**config.mk**
```make
export PLATFORM = sky130hd
export DESIGN_NAME = bfp_frame_packer
export DESIGN_NICKNAME = d
export VERILOG_FILES = /design/src/rtl/qpu_pkg.sv /design/src/rtl/sync_fifo.sv /design/src/rtl/bfp_frame_packer.sv
export SDC_FILE = /design/constraint.sdc
export NUM_CORES = 1
export LEC_CHECK = 0
export CORE_ASPECT_RATIO = 1.25
export CORE_UTILIZATION = 57
export DETAILED_ROUTE_END_ITERATION = 8
export HOLD_SLACK_MARGIN = 0.1
export PLACE_DENSITY = 0.91
export SETUP_SLACK_MARGIN = 0.1
export SLEW_MARGIN = 20
export SYNTH_ARGS = -nofsm -noshare
export SYNTH_HDL_FRONTEND = slang
export SYNTH_HIERARCHICAL = 1
export SYNTH_SLANG_ARGS = --single-unit
```
**constraint.sdc**
```tcl
create_clock -name clk -period 5.2 [get_ports clk]
set_clock_uncertainty 0.15 [all_clocks]
set_input_delay 1.3 -clock clk [delete_from_list [all_inputs] [get_ports clk]]
set_output_delay 1.3 -clock clk [all_outputs]
set_load 0.02 [all_outputs]
```
**src/rtl/qpu_pkg.sv**
```systemverilog
// Shared mantissa/exponent types for the block-floating-point datapath.
// Framing adds FRAME_WIDTH and the header layout used by the frame packer.
package qpu_pkg;
   localparam int MANT_WIDTH    = 16;
   localparam int EXP_WIDTH     = 8;
   localparam int BLOCK_SIZE    = 8;
   localparam int FRAME_WIDTH   = 2*MANT_WIDTH;
   localparam int HDR_SEQ_WIDTH = 8;

   typedef logic signed [MANT_WIDTH-1:0] mant_t;
   typedef logic [EXP_WIDTH-1:0]         exp_t;

   typedef struct packed {
      mant_t re;
      mant_t im;
   } complex_mant_t;

   // Header beat payload, exponent in the LSBs, zero padded up to FRAME_WIDTH.
   typedef struct packed {
      logic [HDR_SEQ_WIDTH-1:0] seq;
      exp_t                     exp;
   } frame_hdr_t;

   typedef enum logic [1:0] {S_IDLE, S_HDR, S_PAY} pack_state_t;
endpackage

```
**src/rtl/sync_fifo.sv**
```systemverilog
// Small FWFT FIFO: rdata shows the head combinationally, push and pop are registered.
// Latency: one cycle push-to-head. Backpressure: push while full is dropped unless a pop frees the slot.
module sync_fifo #(
   parameter int WIDTH = 32,
   parameter int DEPTH = 4
) (
   input  logic             clk,
   input  logic             rst,
   input  logic             push,
   input  logic             pop,
   input  logic [WIDTH-1:0] wdata,
   output logic [WIDTH-1:0] rdata,
   output logic             full,
   output logic             empty
);
   localparam int AW = $clog2(DEPTH);

   logic [WIDTH-1:0] mem [DEPTH];
   logic [AW-1:0]    wr_ptr;
   logic [AW-1:0]    rd_ptr;
   logic [AW:0]      count;
   logic             do_push;
   logic             do_pop;

   assign do_pop  = pop && !empty;
   assign do_push = push && (!full || do_pop);
   assign full    = (count == (AW+1)'(DEPTH));
   assign empty   = (count == '0);
   assign rdata   = mem[rd_ptr];

   always_ff @(posedge clk) begin
      if (do_push) mem[wr_ptr] <= wdata;
   end

   always_ff @(posedge clk or posedge rst) begin
      if (rst) begin
         wr_ptr <= '0;
         rd_ptr <= '0;
         count  <= '0;
      end else begin
         if (do_push) wr_ptr <= wr_ptr + AW'(1);
         if (do_pop)  rd_ptr <= rd_ptr + AW'(1);
         case ({do_push, do_pop})
            2'b10:   count <= count + (AW+1)'(1);
            2'b01:   count <= count - (AW+1)'(1);
            default: count <= count;
         endcase
      end
   end
endmodule

```
**src/rtl/bfp_frame_packer.sv**
```systemverilog
// Frames normalized mantissa blocks as one header beat {seq, exp} followed by BLOCK_SIZE payload beats.
// Latency: header one cycle after first accept; backpressure: FIFO absorbs payload, ready_in never sees out_ready.
module bfp_frame_packer
   import qpu_pkg::*;
#(
   parameter int BLOCK_SIZE = qpu_pkg::BLOCK_SIZE,
   parameter int FIFO_DEPTH = 4,
   parameter int SEQ_WIDTH  = 8
) (
   input  logic                   clk,
   input  logic                   rst,
   input  logic                   valid_in,
   output logic                   ready_in,
   input  complex_mant_t          data_in,
   input  exp_t                   exp_in,
   output logic                   out_valid,
   input  logic                   out_ready,
   output logic [FRAME_WIDTH-1:0] out_data,
   output logic                   out_sof,
   output logic                   out_eof,
   output logic                   frame_done,
   output logic                   exp_err
);
   localparam int CW = $clog2(BLOCK_SIZE) + 1;
   typedef logic [CW-1:0] cnt_t;

   pack_state_t            state;
   cnt_t                   in_cnt;
   cnt_t                   out_cnt;
   exp_t                   exp_q;
   logic [SEQ_WIDTH-1:0]   frame_seq;
   logic                   fifo_full;
   logic                   fifo_empty;
   logic [FRAME_WIDTH-1:0] fifo_head;
   logic                   accept;
   logic                   pay_hs;

   // in_cnt saturates at BLOCK_SIZE until the EOF handshake, so blocks never interleave.
   assign ready_in = !rst && !fifo_full && (in_cnt < cnt_t'(BLOCK_SIZE));
   assign accept   = valid_in && ready_in;

   assign out_valid = (state == S_HDR) || ((state == S_PAY) && !fifo_empty);
   assign out_sof   = (state == S_HDR);
   assign out_eof   = (state == S_PAY) && !fifo_empty && (out_cnt == cnt_t'(BLOCK_SIZE-1));
   assign out_data  = (state == S_PAY) ? fifo_head : FRAME_WIDTH'({frame_seq, exp_q});
   assign pay_hs    = (state == S_PAY) && !fifo_empty && out_ready;

   sync_fifo #(
      .WIDTH (FRAME_WIDTH),
      .DEPTH (FIFO_DEPTH)
   ) u_fifo (
      .clk   (clk),
      .rst   (rst),
      .push  (accept),
      .pop   (pay_hs),
      .wdata (data_in),
      .rdata (fifo_head),
      .full  (fifo_full),
      .empty (fifo_empty)
   );

   always_ff @(posedge clk or posedge rst) begin
      if (rst) begin
         state      <= S_IDLE;
         in_cnt     <= '0;
         out_cnt    <= '0;
         exp_q      <= '0;
         frame_seq  <= '0;
         frame_done <= 1'b0;
         exp_err    <= 1'b0;
      end else begin
         frame_done <= 1'b0;
         if (accept) begin
            in_cnt <= in_cnt + cnt_t'(1);
            if (in_cnt == '0)
               exp_q <= exp_in;
            else if (exp_in != exp_q)
               exp_err <= 1'b1;
         end
         case (state)
            S_IDLE: if (accept) state <= S_HDR;
            S_HDR:  if (out_ready) state <= S_PAY;
            S_PAY: begin
               if (pay_hs) begin
                  if (out_eof) begin
                     out_cnt    <= '0;
                     in_cnt     <= '0;
                     frame_seq  <= frame_seq + SEQ_WIDTH'(1);
                     frame_done <= 1'b1;
                     state      <= S_IDLE;
                  end else begin
                     out_cnt <= out_cnt + cnt_t'(1);
                  end
               end
            end
            default: state <= S_IDLE;
         endcase
      end
   end
endmodule

```
==> results.ini <==
[clock_tree]
cts_hold_buf = 0
cts_setup_buffers = 0
cts.clk_slew.worst_paths_ns = 0.06
clk_path_buf_depth = 2
cts.sinks = 163
clk_latency_ns = 0.42
cts-buffers-inserted = 17
cts_tree = done
cts_root_buf = clkbuf_16
htreeDepth = 4
cts_resized = 0

[route]
m1WireLength_mm = 4.95
drt_first_iter_violations = 192
met2WireLength_mm = 6.91
wl_met3_microns = 644
first_pass_iters = 5
post_drt_via_cell_ratio = 5.71
top_layer = met4
antenna_left = 0
wl_per_cell_microns = 20.3
finalWirelength_mm = 12.7
num_vias = 3576
drc_errors = 0

[timing]
rsz0062_at_grt = no
fin_crit_sh_pct = 79.2
relSlewSlack_pct = 39.3
hold_viol = 0
worstMarginPinSlew_ns = 0.904
setup-violations-final = 0
final_max_slew_viol_count = 0
clock.fmax_ghz = 0.243
tns_ns = 0
finalCriticalPeriod_ns = 4.12

[global_routing]
grt_util_all_layers_pct = 22.4
antenna_found_initial = 0
overflow = 0
grt_pass1_vias = 3705
grt_max_degree = 34
grt_pass1_wl_mm = 19.6

[critical_path]
crit_type = reg2out
critPathArrivalTime_ns = 2.67
crit_path_end_kind = output pin
cp.required_ns = 3.75
crit_fanout = 15
critPathLaunchType = flip-flop

[logic_synthesis]
synth_compound_area_share_pct = 1.02
synthMuxAreaShare_pct = 13.5
yosysTopAreaCell = edfxtp_1
synthXorXnorAreaFrac_pct = 3.12
synth-simple-area-share_pct = 8.47
ys_ff_latch = 163
synth.distinct_cells = 43
postSynthAreaPerCell_sq_um = 17.5
synth_top_area_share_pct = 57.0
synth_edf_count = 128
ys.flop_type = edfxtp_1
synth_top_family_by_area = multiplexers
syn-cell-area_sq_um = 6740
synth_most_common_cell = edfxtp_1
synth_fp_nets = 439
yosys_warnings = 6
synthArstFlopShare_pct = 21.5
postSynthCellCount = 385
ys_seq_area_share_pct = 70.0
synthTopCellsByCount = edfxtp_1, nand2_1, dfrtp_1
yosys.area_share.adder_pct = 1.97
synth_area_leaders = edfxtp_1, dfrtp_1, mux4_2

[power_and_ir_drop]
ir_drop_mv = 0.318
power_density_nw_per_um2 = 528
leakage_nw = 3.00
power_mw = 4.34

[cells_and_area]
syn2layout_area_growth_pct = 22.1
drive_above_1_share_pct = 18.9
antennaDiodeCount = 0
final_nets = 529

[placement]
gp_congestion = 0.779
io_buffers = 81
dp_hpwl_mm = 7.85

[floorplanning]
pin_count = 82
start_util_pct = 58.3
die-area_sq_um = 12300
die_h_microns = 124
fp.dieW_microns = 99.3
num_rows = 44
core-area_sq_um = 11600

[min_path]
hold_class = reg2reg

[job]
maxCapViolCount = 0

[run_status]
status = finished, final reports clean

worst max-delay path: stages, from the launching register on:
cell and delay (ns):
dfrtp_2 0.62, buf_4 0.37, mux4_2 0.56, and2_1 0.16, clkdlybuf4s50_1 0.54
cell usage in the layout, fill, tap and decap left out, types with 5 or more instances in the layout:
| master | netlist | layout |
|---|---|---|
| and2_1 | 16 | 16 |
| buf_4 | 2 | 5 |
| clkbuf_16 | 0 | 17 |
| clkdlybuf4s50_1 | 0 | 81 |
| clkinvlp_4 | 0 | 6 |
| dfrtp_1 | 35 | 34 |
| edfxtp_1 | 128 | 128 |
| ha_1 | 9 | 9 |
| inv_1 | 13 | 12 |
| mux2_4 | 9 | 9 |
| mux4_2 | 32 | 32 |
| nand2_1 | 53 | 53 |
| nor2_1 | 8 | 8 |
| xnor2_1 | 10 | 10 |
| xor2_1 | 14 | 14 |
power by group:
| part | switching (mW) | leakage [nW] | internal (mW) |
|---|---|---|---|
| sequential | 0.151 | 1.59 | 1.61 |
| clock | 0.489 | 0.247 | 0.653 |
| combinational | 0.719 | 1.16 | 0.722 |
worst paths after layout:
| check | start | endpoint | slack [ns] | depth (start not counted) |
|---|---|---|---|---|
| worst max-delay path | u_fifo/rd_ptr[0] | out_data[20] | 1.08 | 4 |
| worst min-delay path | exp_err | exp_err | 0.33 | 1 |
| worst max register to register | u_fifo/count[0] | u_fifo/count[2] | 2.11 | 10 |
| worst min register to register | exp_err | exp_err | 0.33 | 1 |
| max in group asynchronous | rst | exp_q[2] | 3.26 | 2 |
| min in group asynchronous | rst | u_fifo/count[0] | 1.13 | 2 |
metal layers:
layer,up-vias,track usage [%]
li1,1627,-
met1,1796,27.8
met2,133,38.1
met3,20,5.14
met4,0,9.56
met5,-,0
cell type report:
cell class,count,area [sq um]
clock buffer,18,429
inverter,13,48.8
multi-input combinational,194,1890
sequential,163,4720
clock inverter,14,114
timing repair buffer,86,848
tap,138,173
fill,696,3330
flip-flops by register name, summed over array words and instances (netlist names), 2 cells and up:
| register | flops |
|---|---|
| state | 2 |
| u_fifo/wr_ptr | 2 |
| frame_seq | 8 |
| in_cnt | 4 |
| u_fifo/mem | 128 |
| u_fifo/rd_ptr | 2 |
| out_cnt | 4 |
| u_fifo/count | 3 |
| exp_q | 8 |
logic make-up (layout without fill, tap and decap cells):
group | Yosys count | count (layout)
flops | 163 | 163
simple gates | 106 | 106
mux | 46 | 46
buf+inv | 28 | 131
xor+xnor | 24 | 24
fa+ha+maj | 10 | 10
compound gates | 8 | 8
per-stage QoR:
stage               utilization [%]  instance area (sq um)  hold slack (ns)  std cells  setup WS, ns
floorplan                         -                   6740            0.295        385          1.97
global placement               66.5                   7680            0.299        594          1.14
detailed placement             66.5                   7680            0.318        594          1.13
CTS                            71.2                   8230            0.332        626          1.01
global route                   71.2                   8230            0.361        626         0.899
finish                         71.2                   8230            0.330        626          1.08
Note: power is estimated with default switching activity, not from simulation.
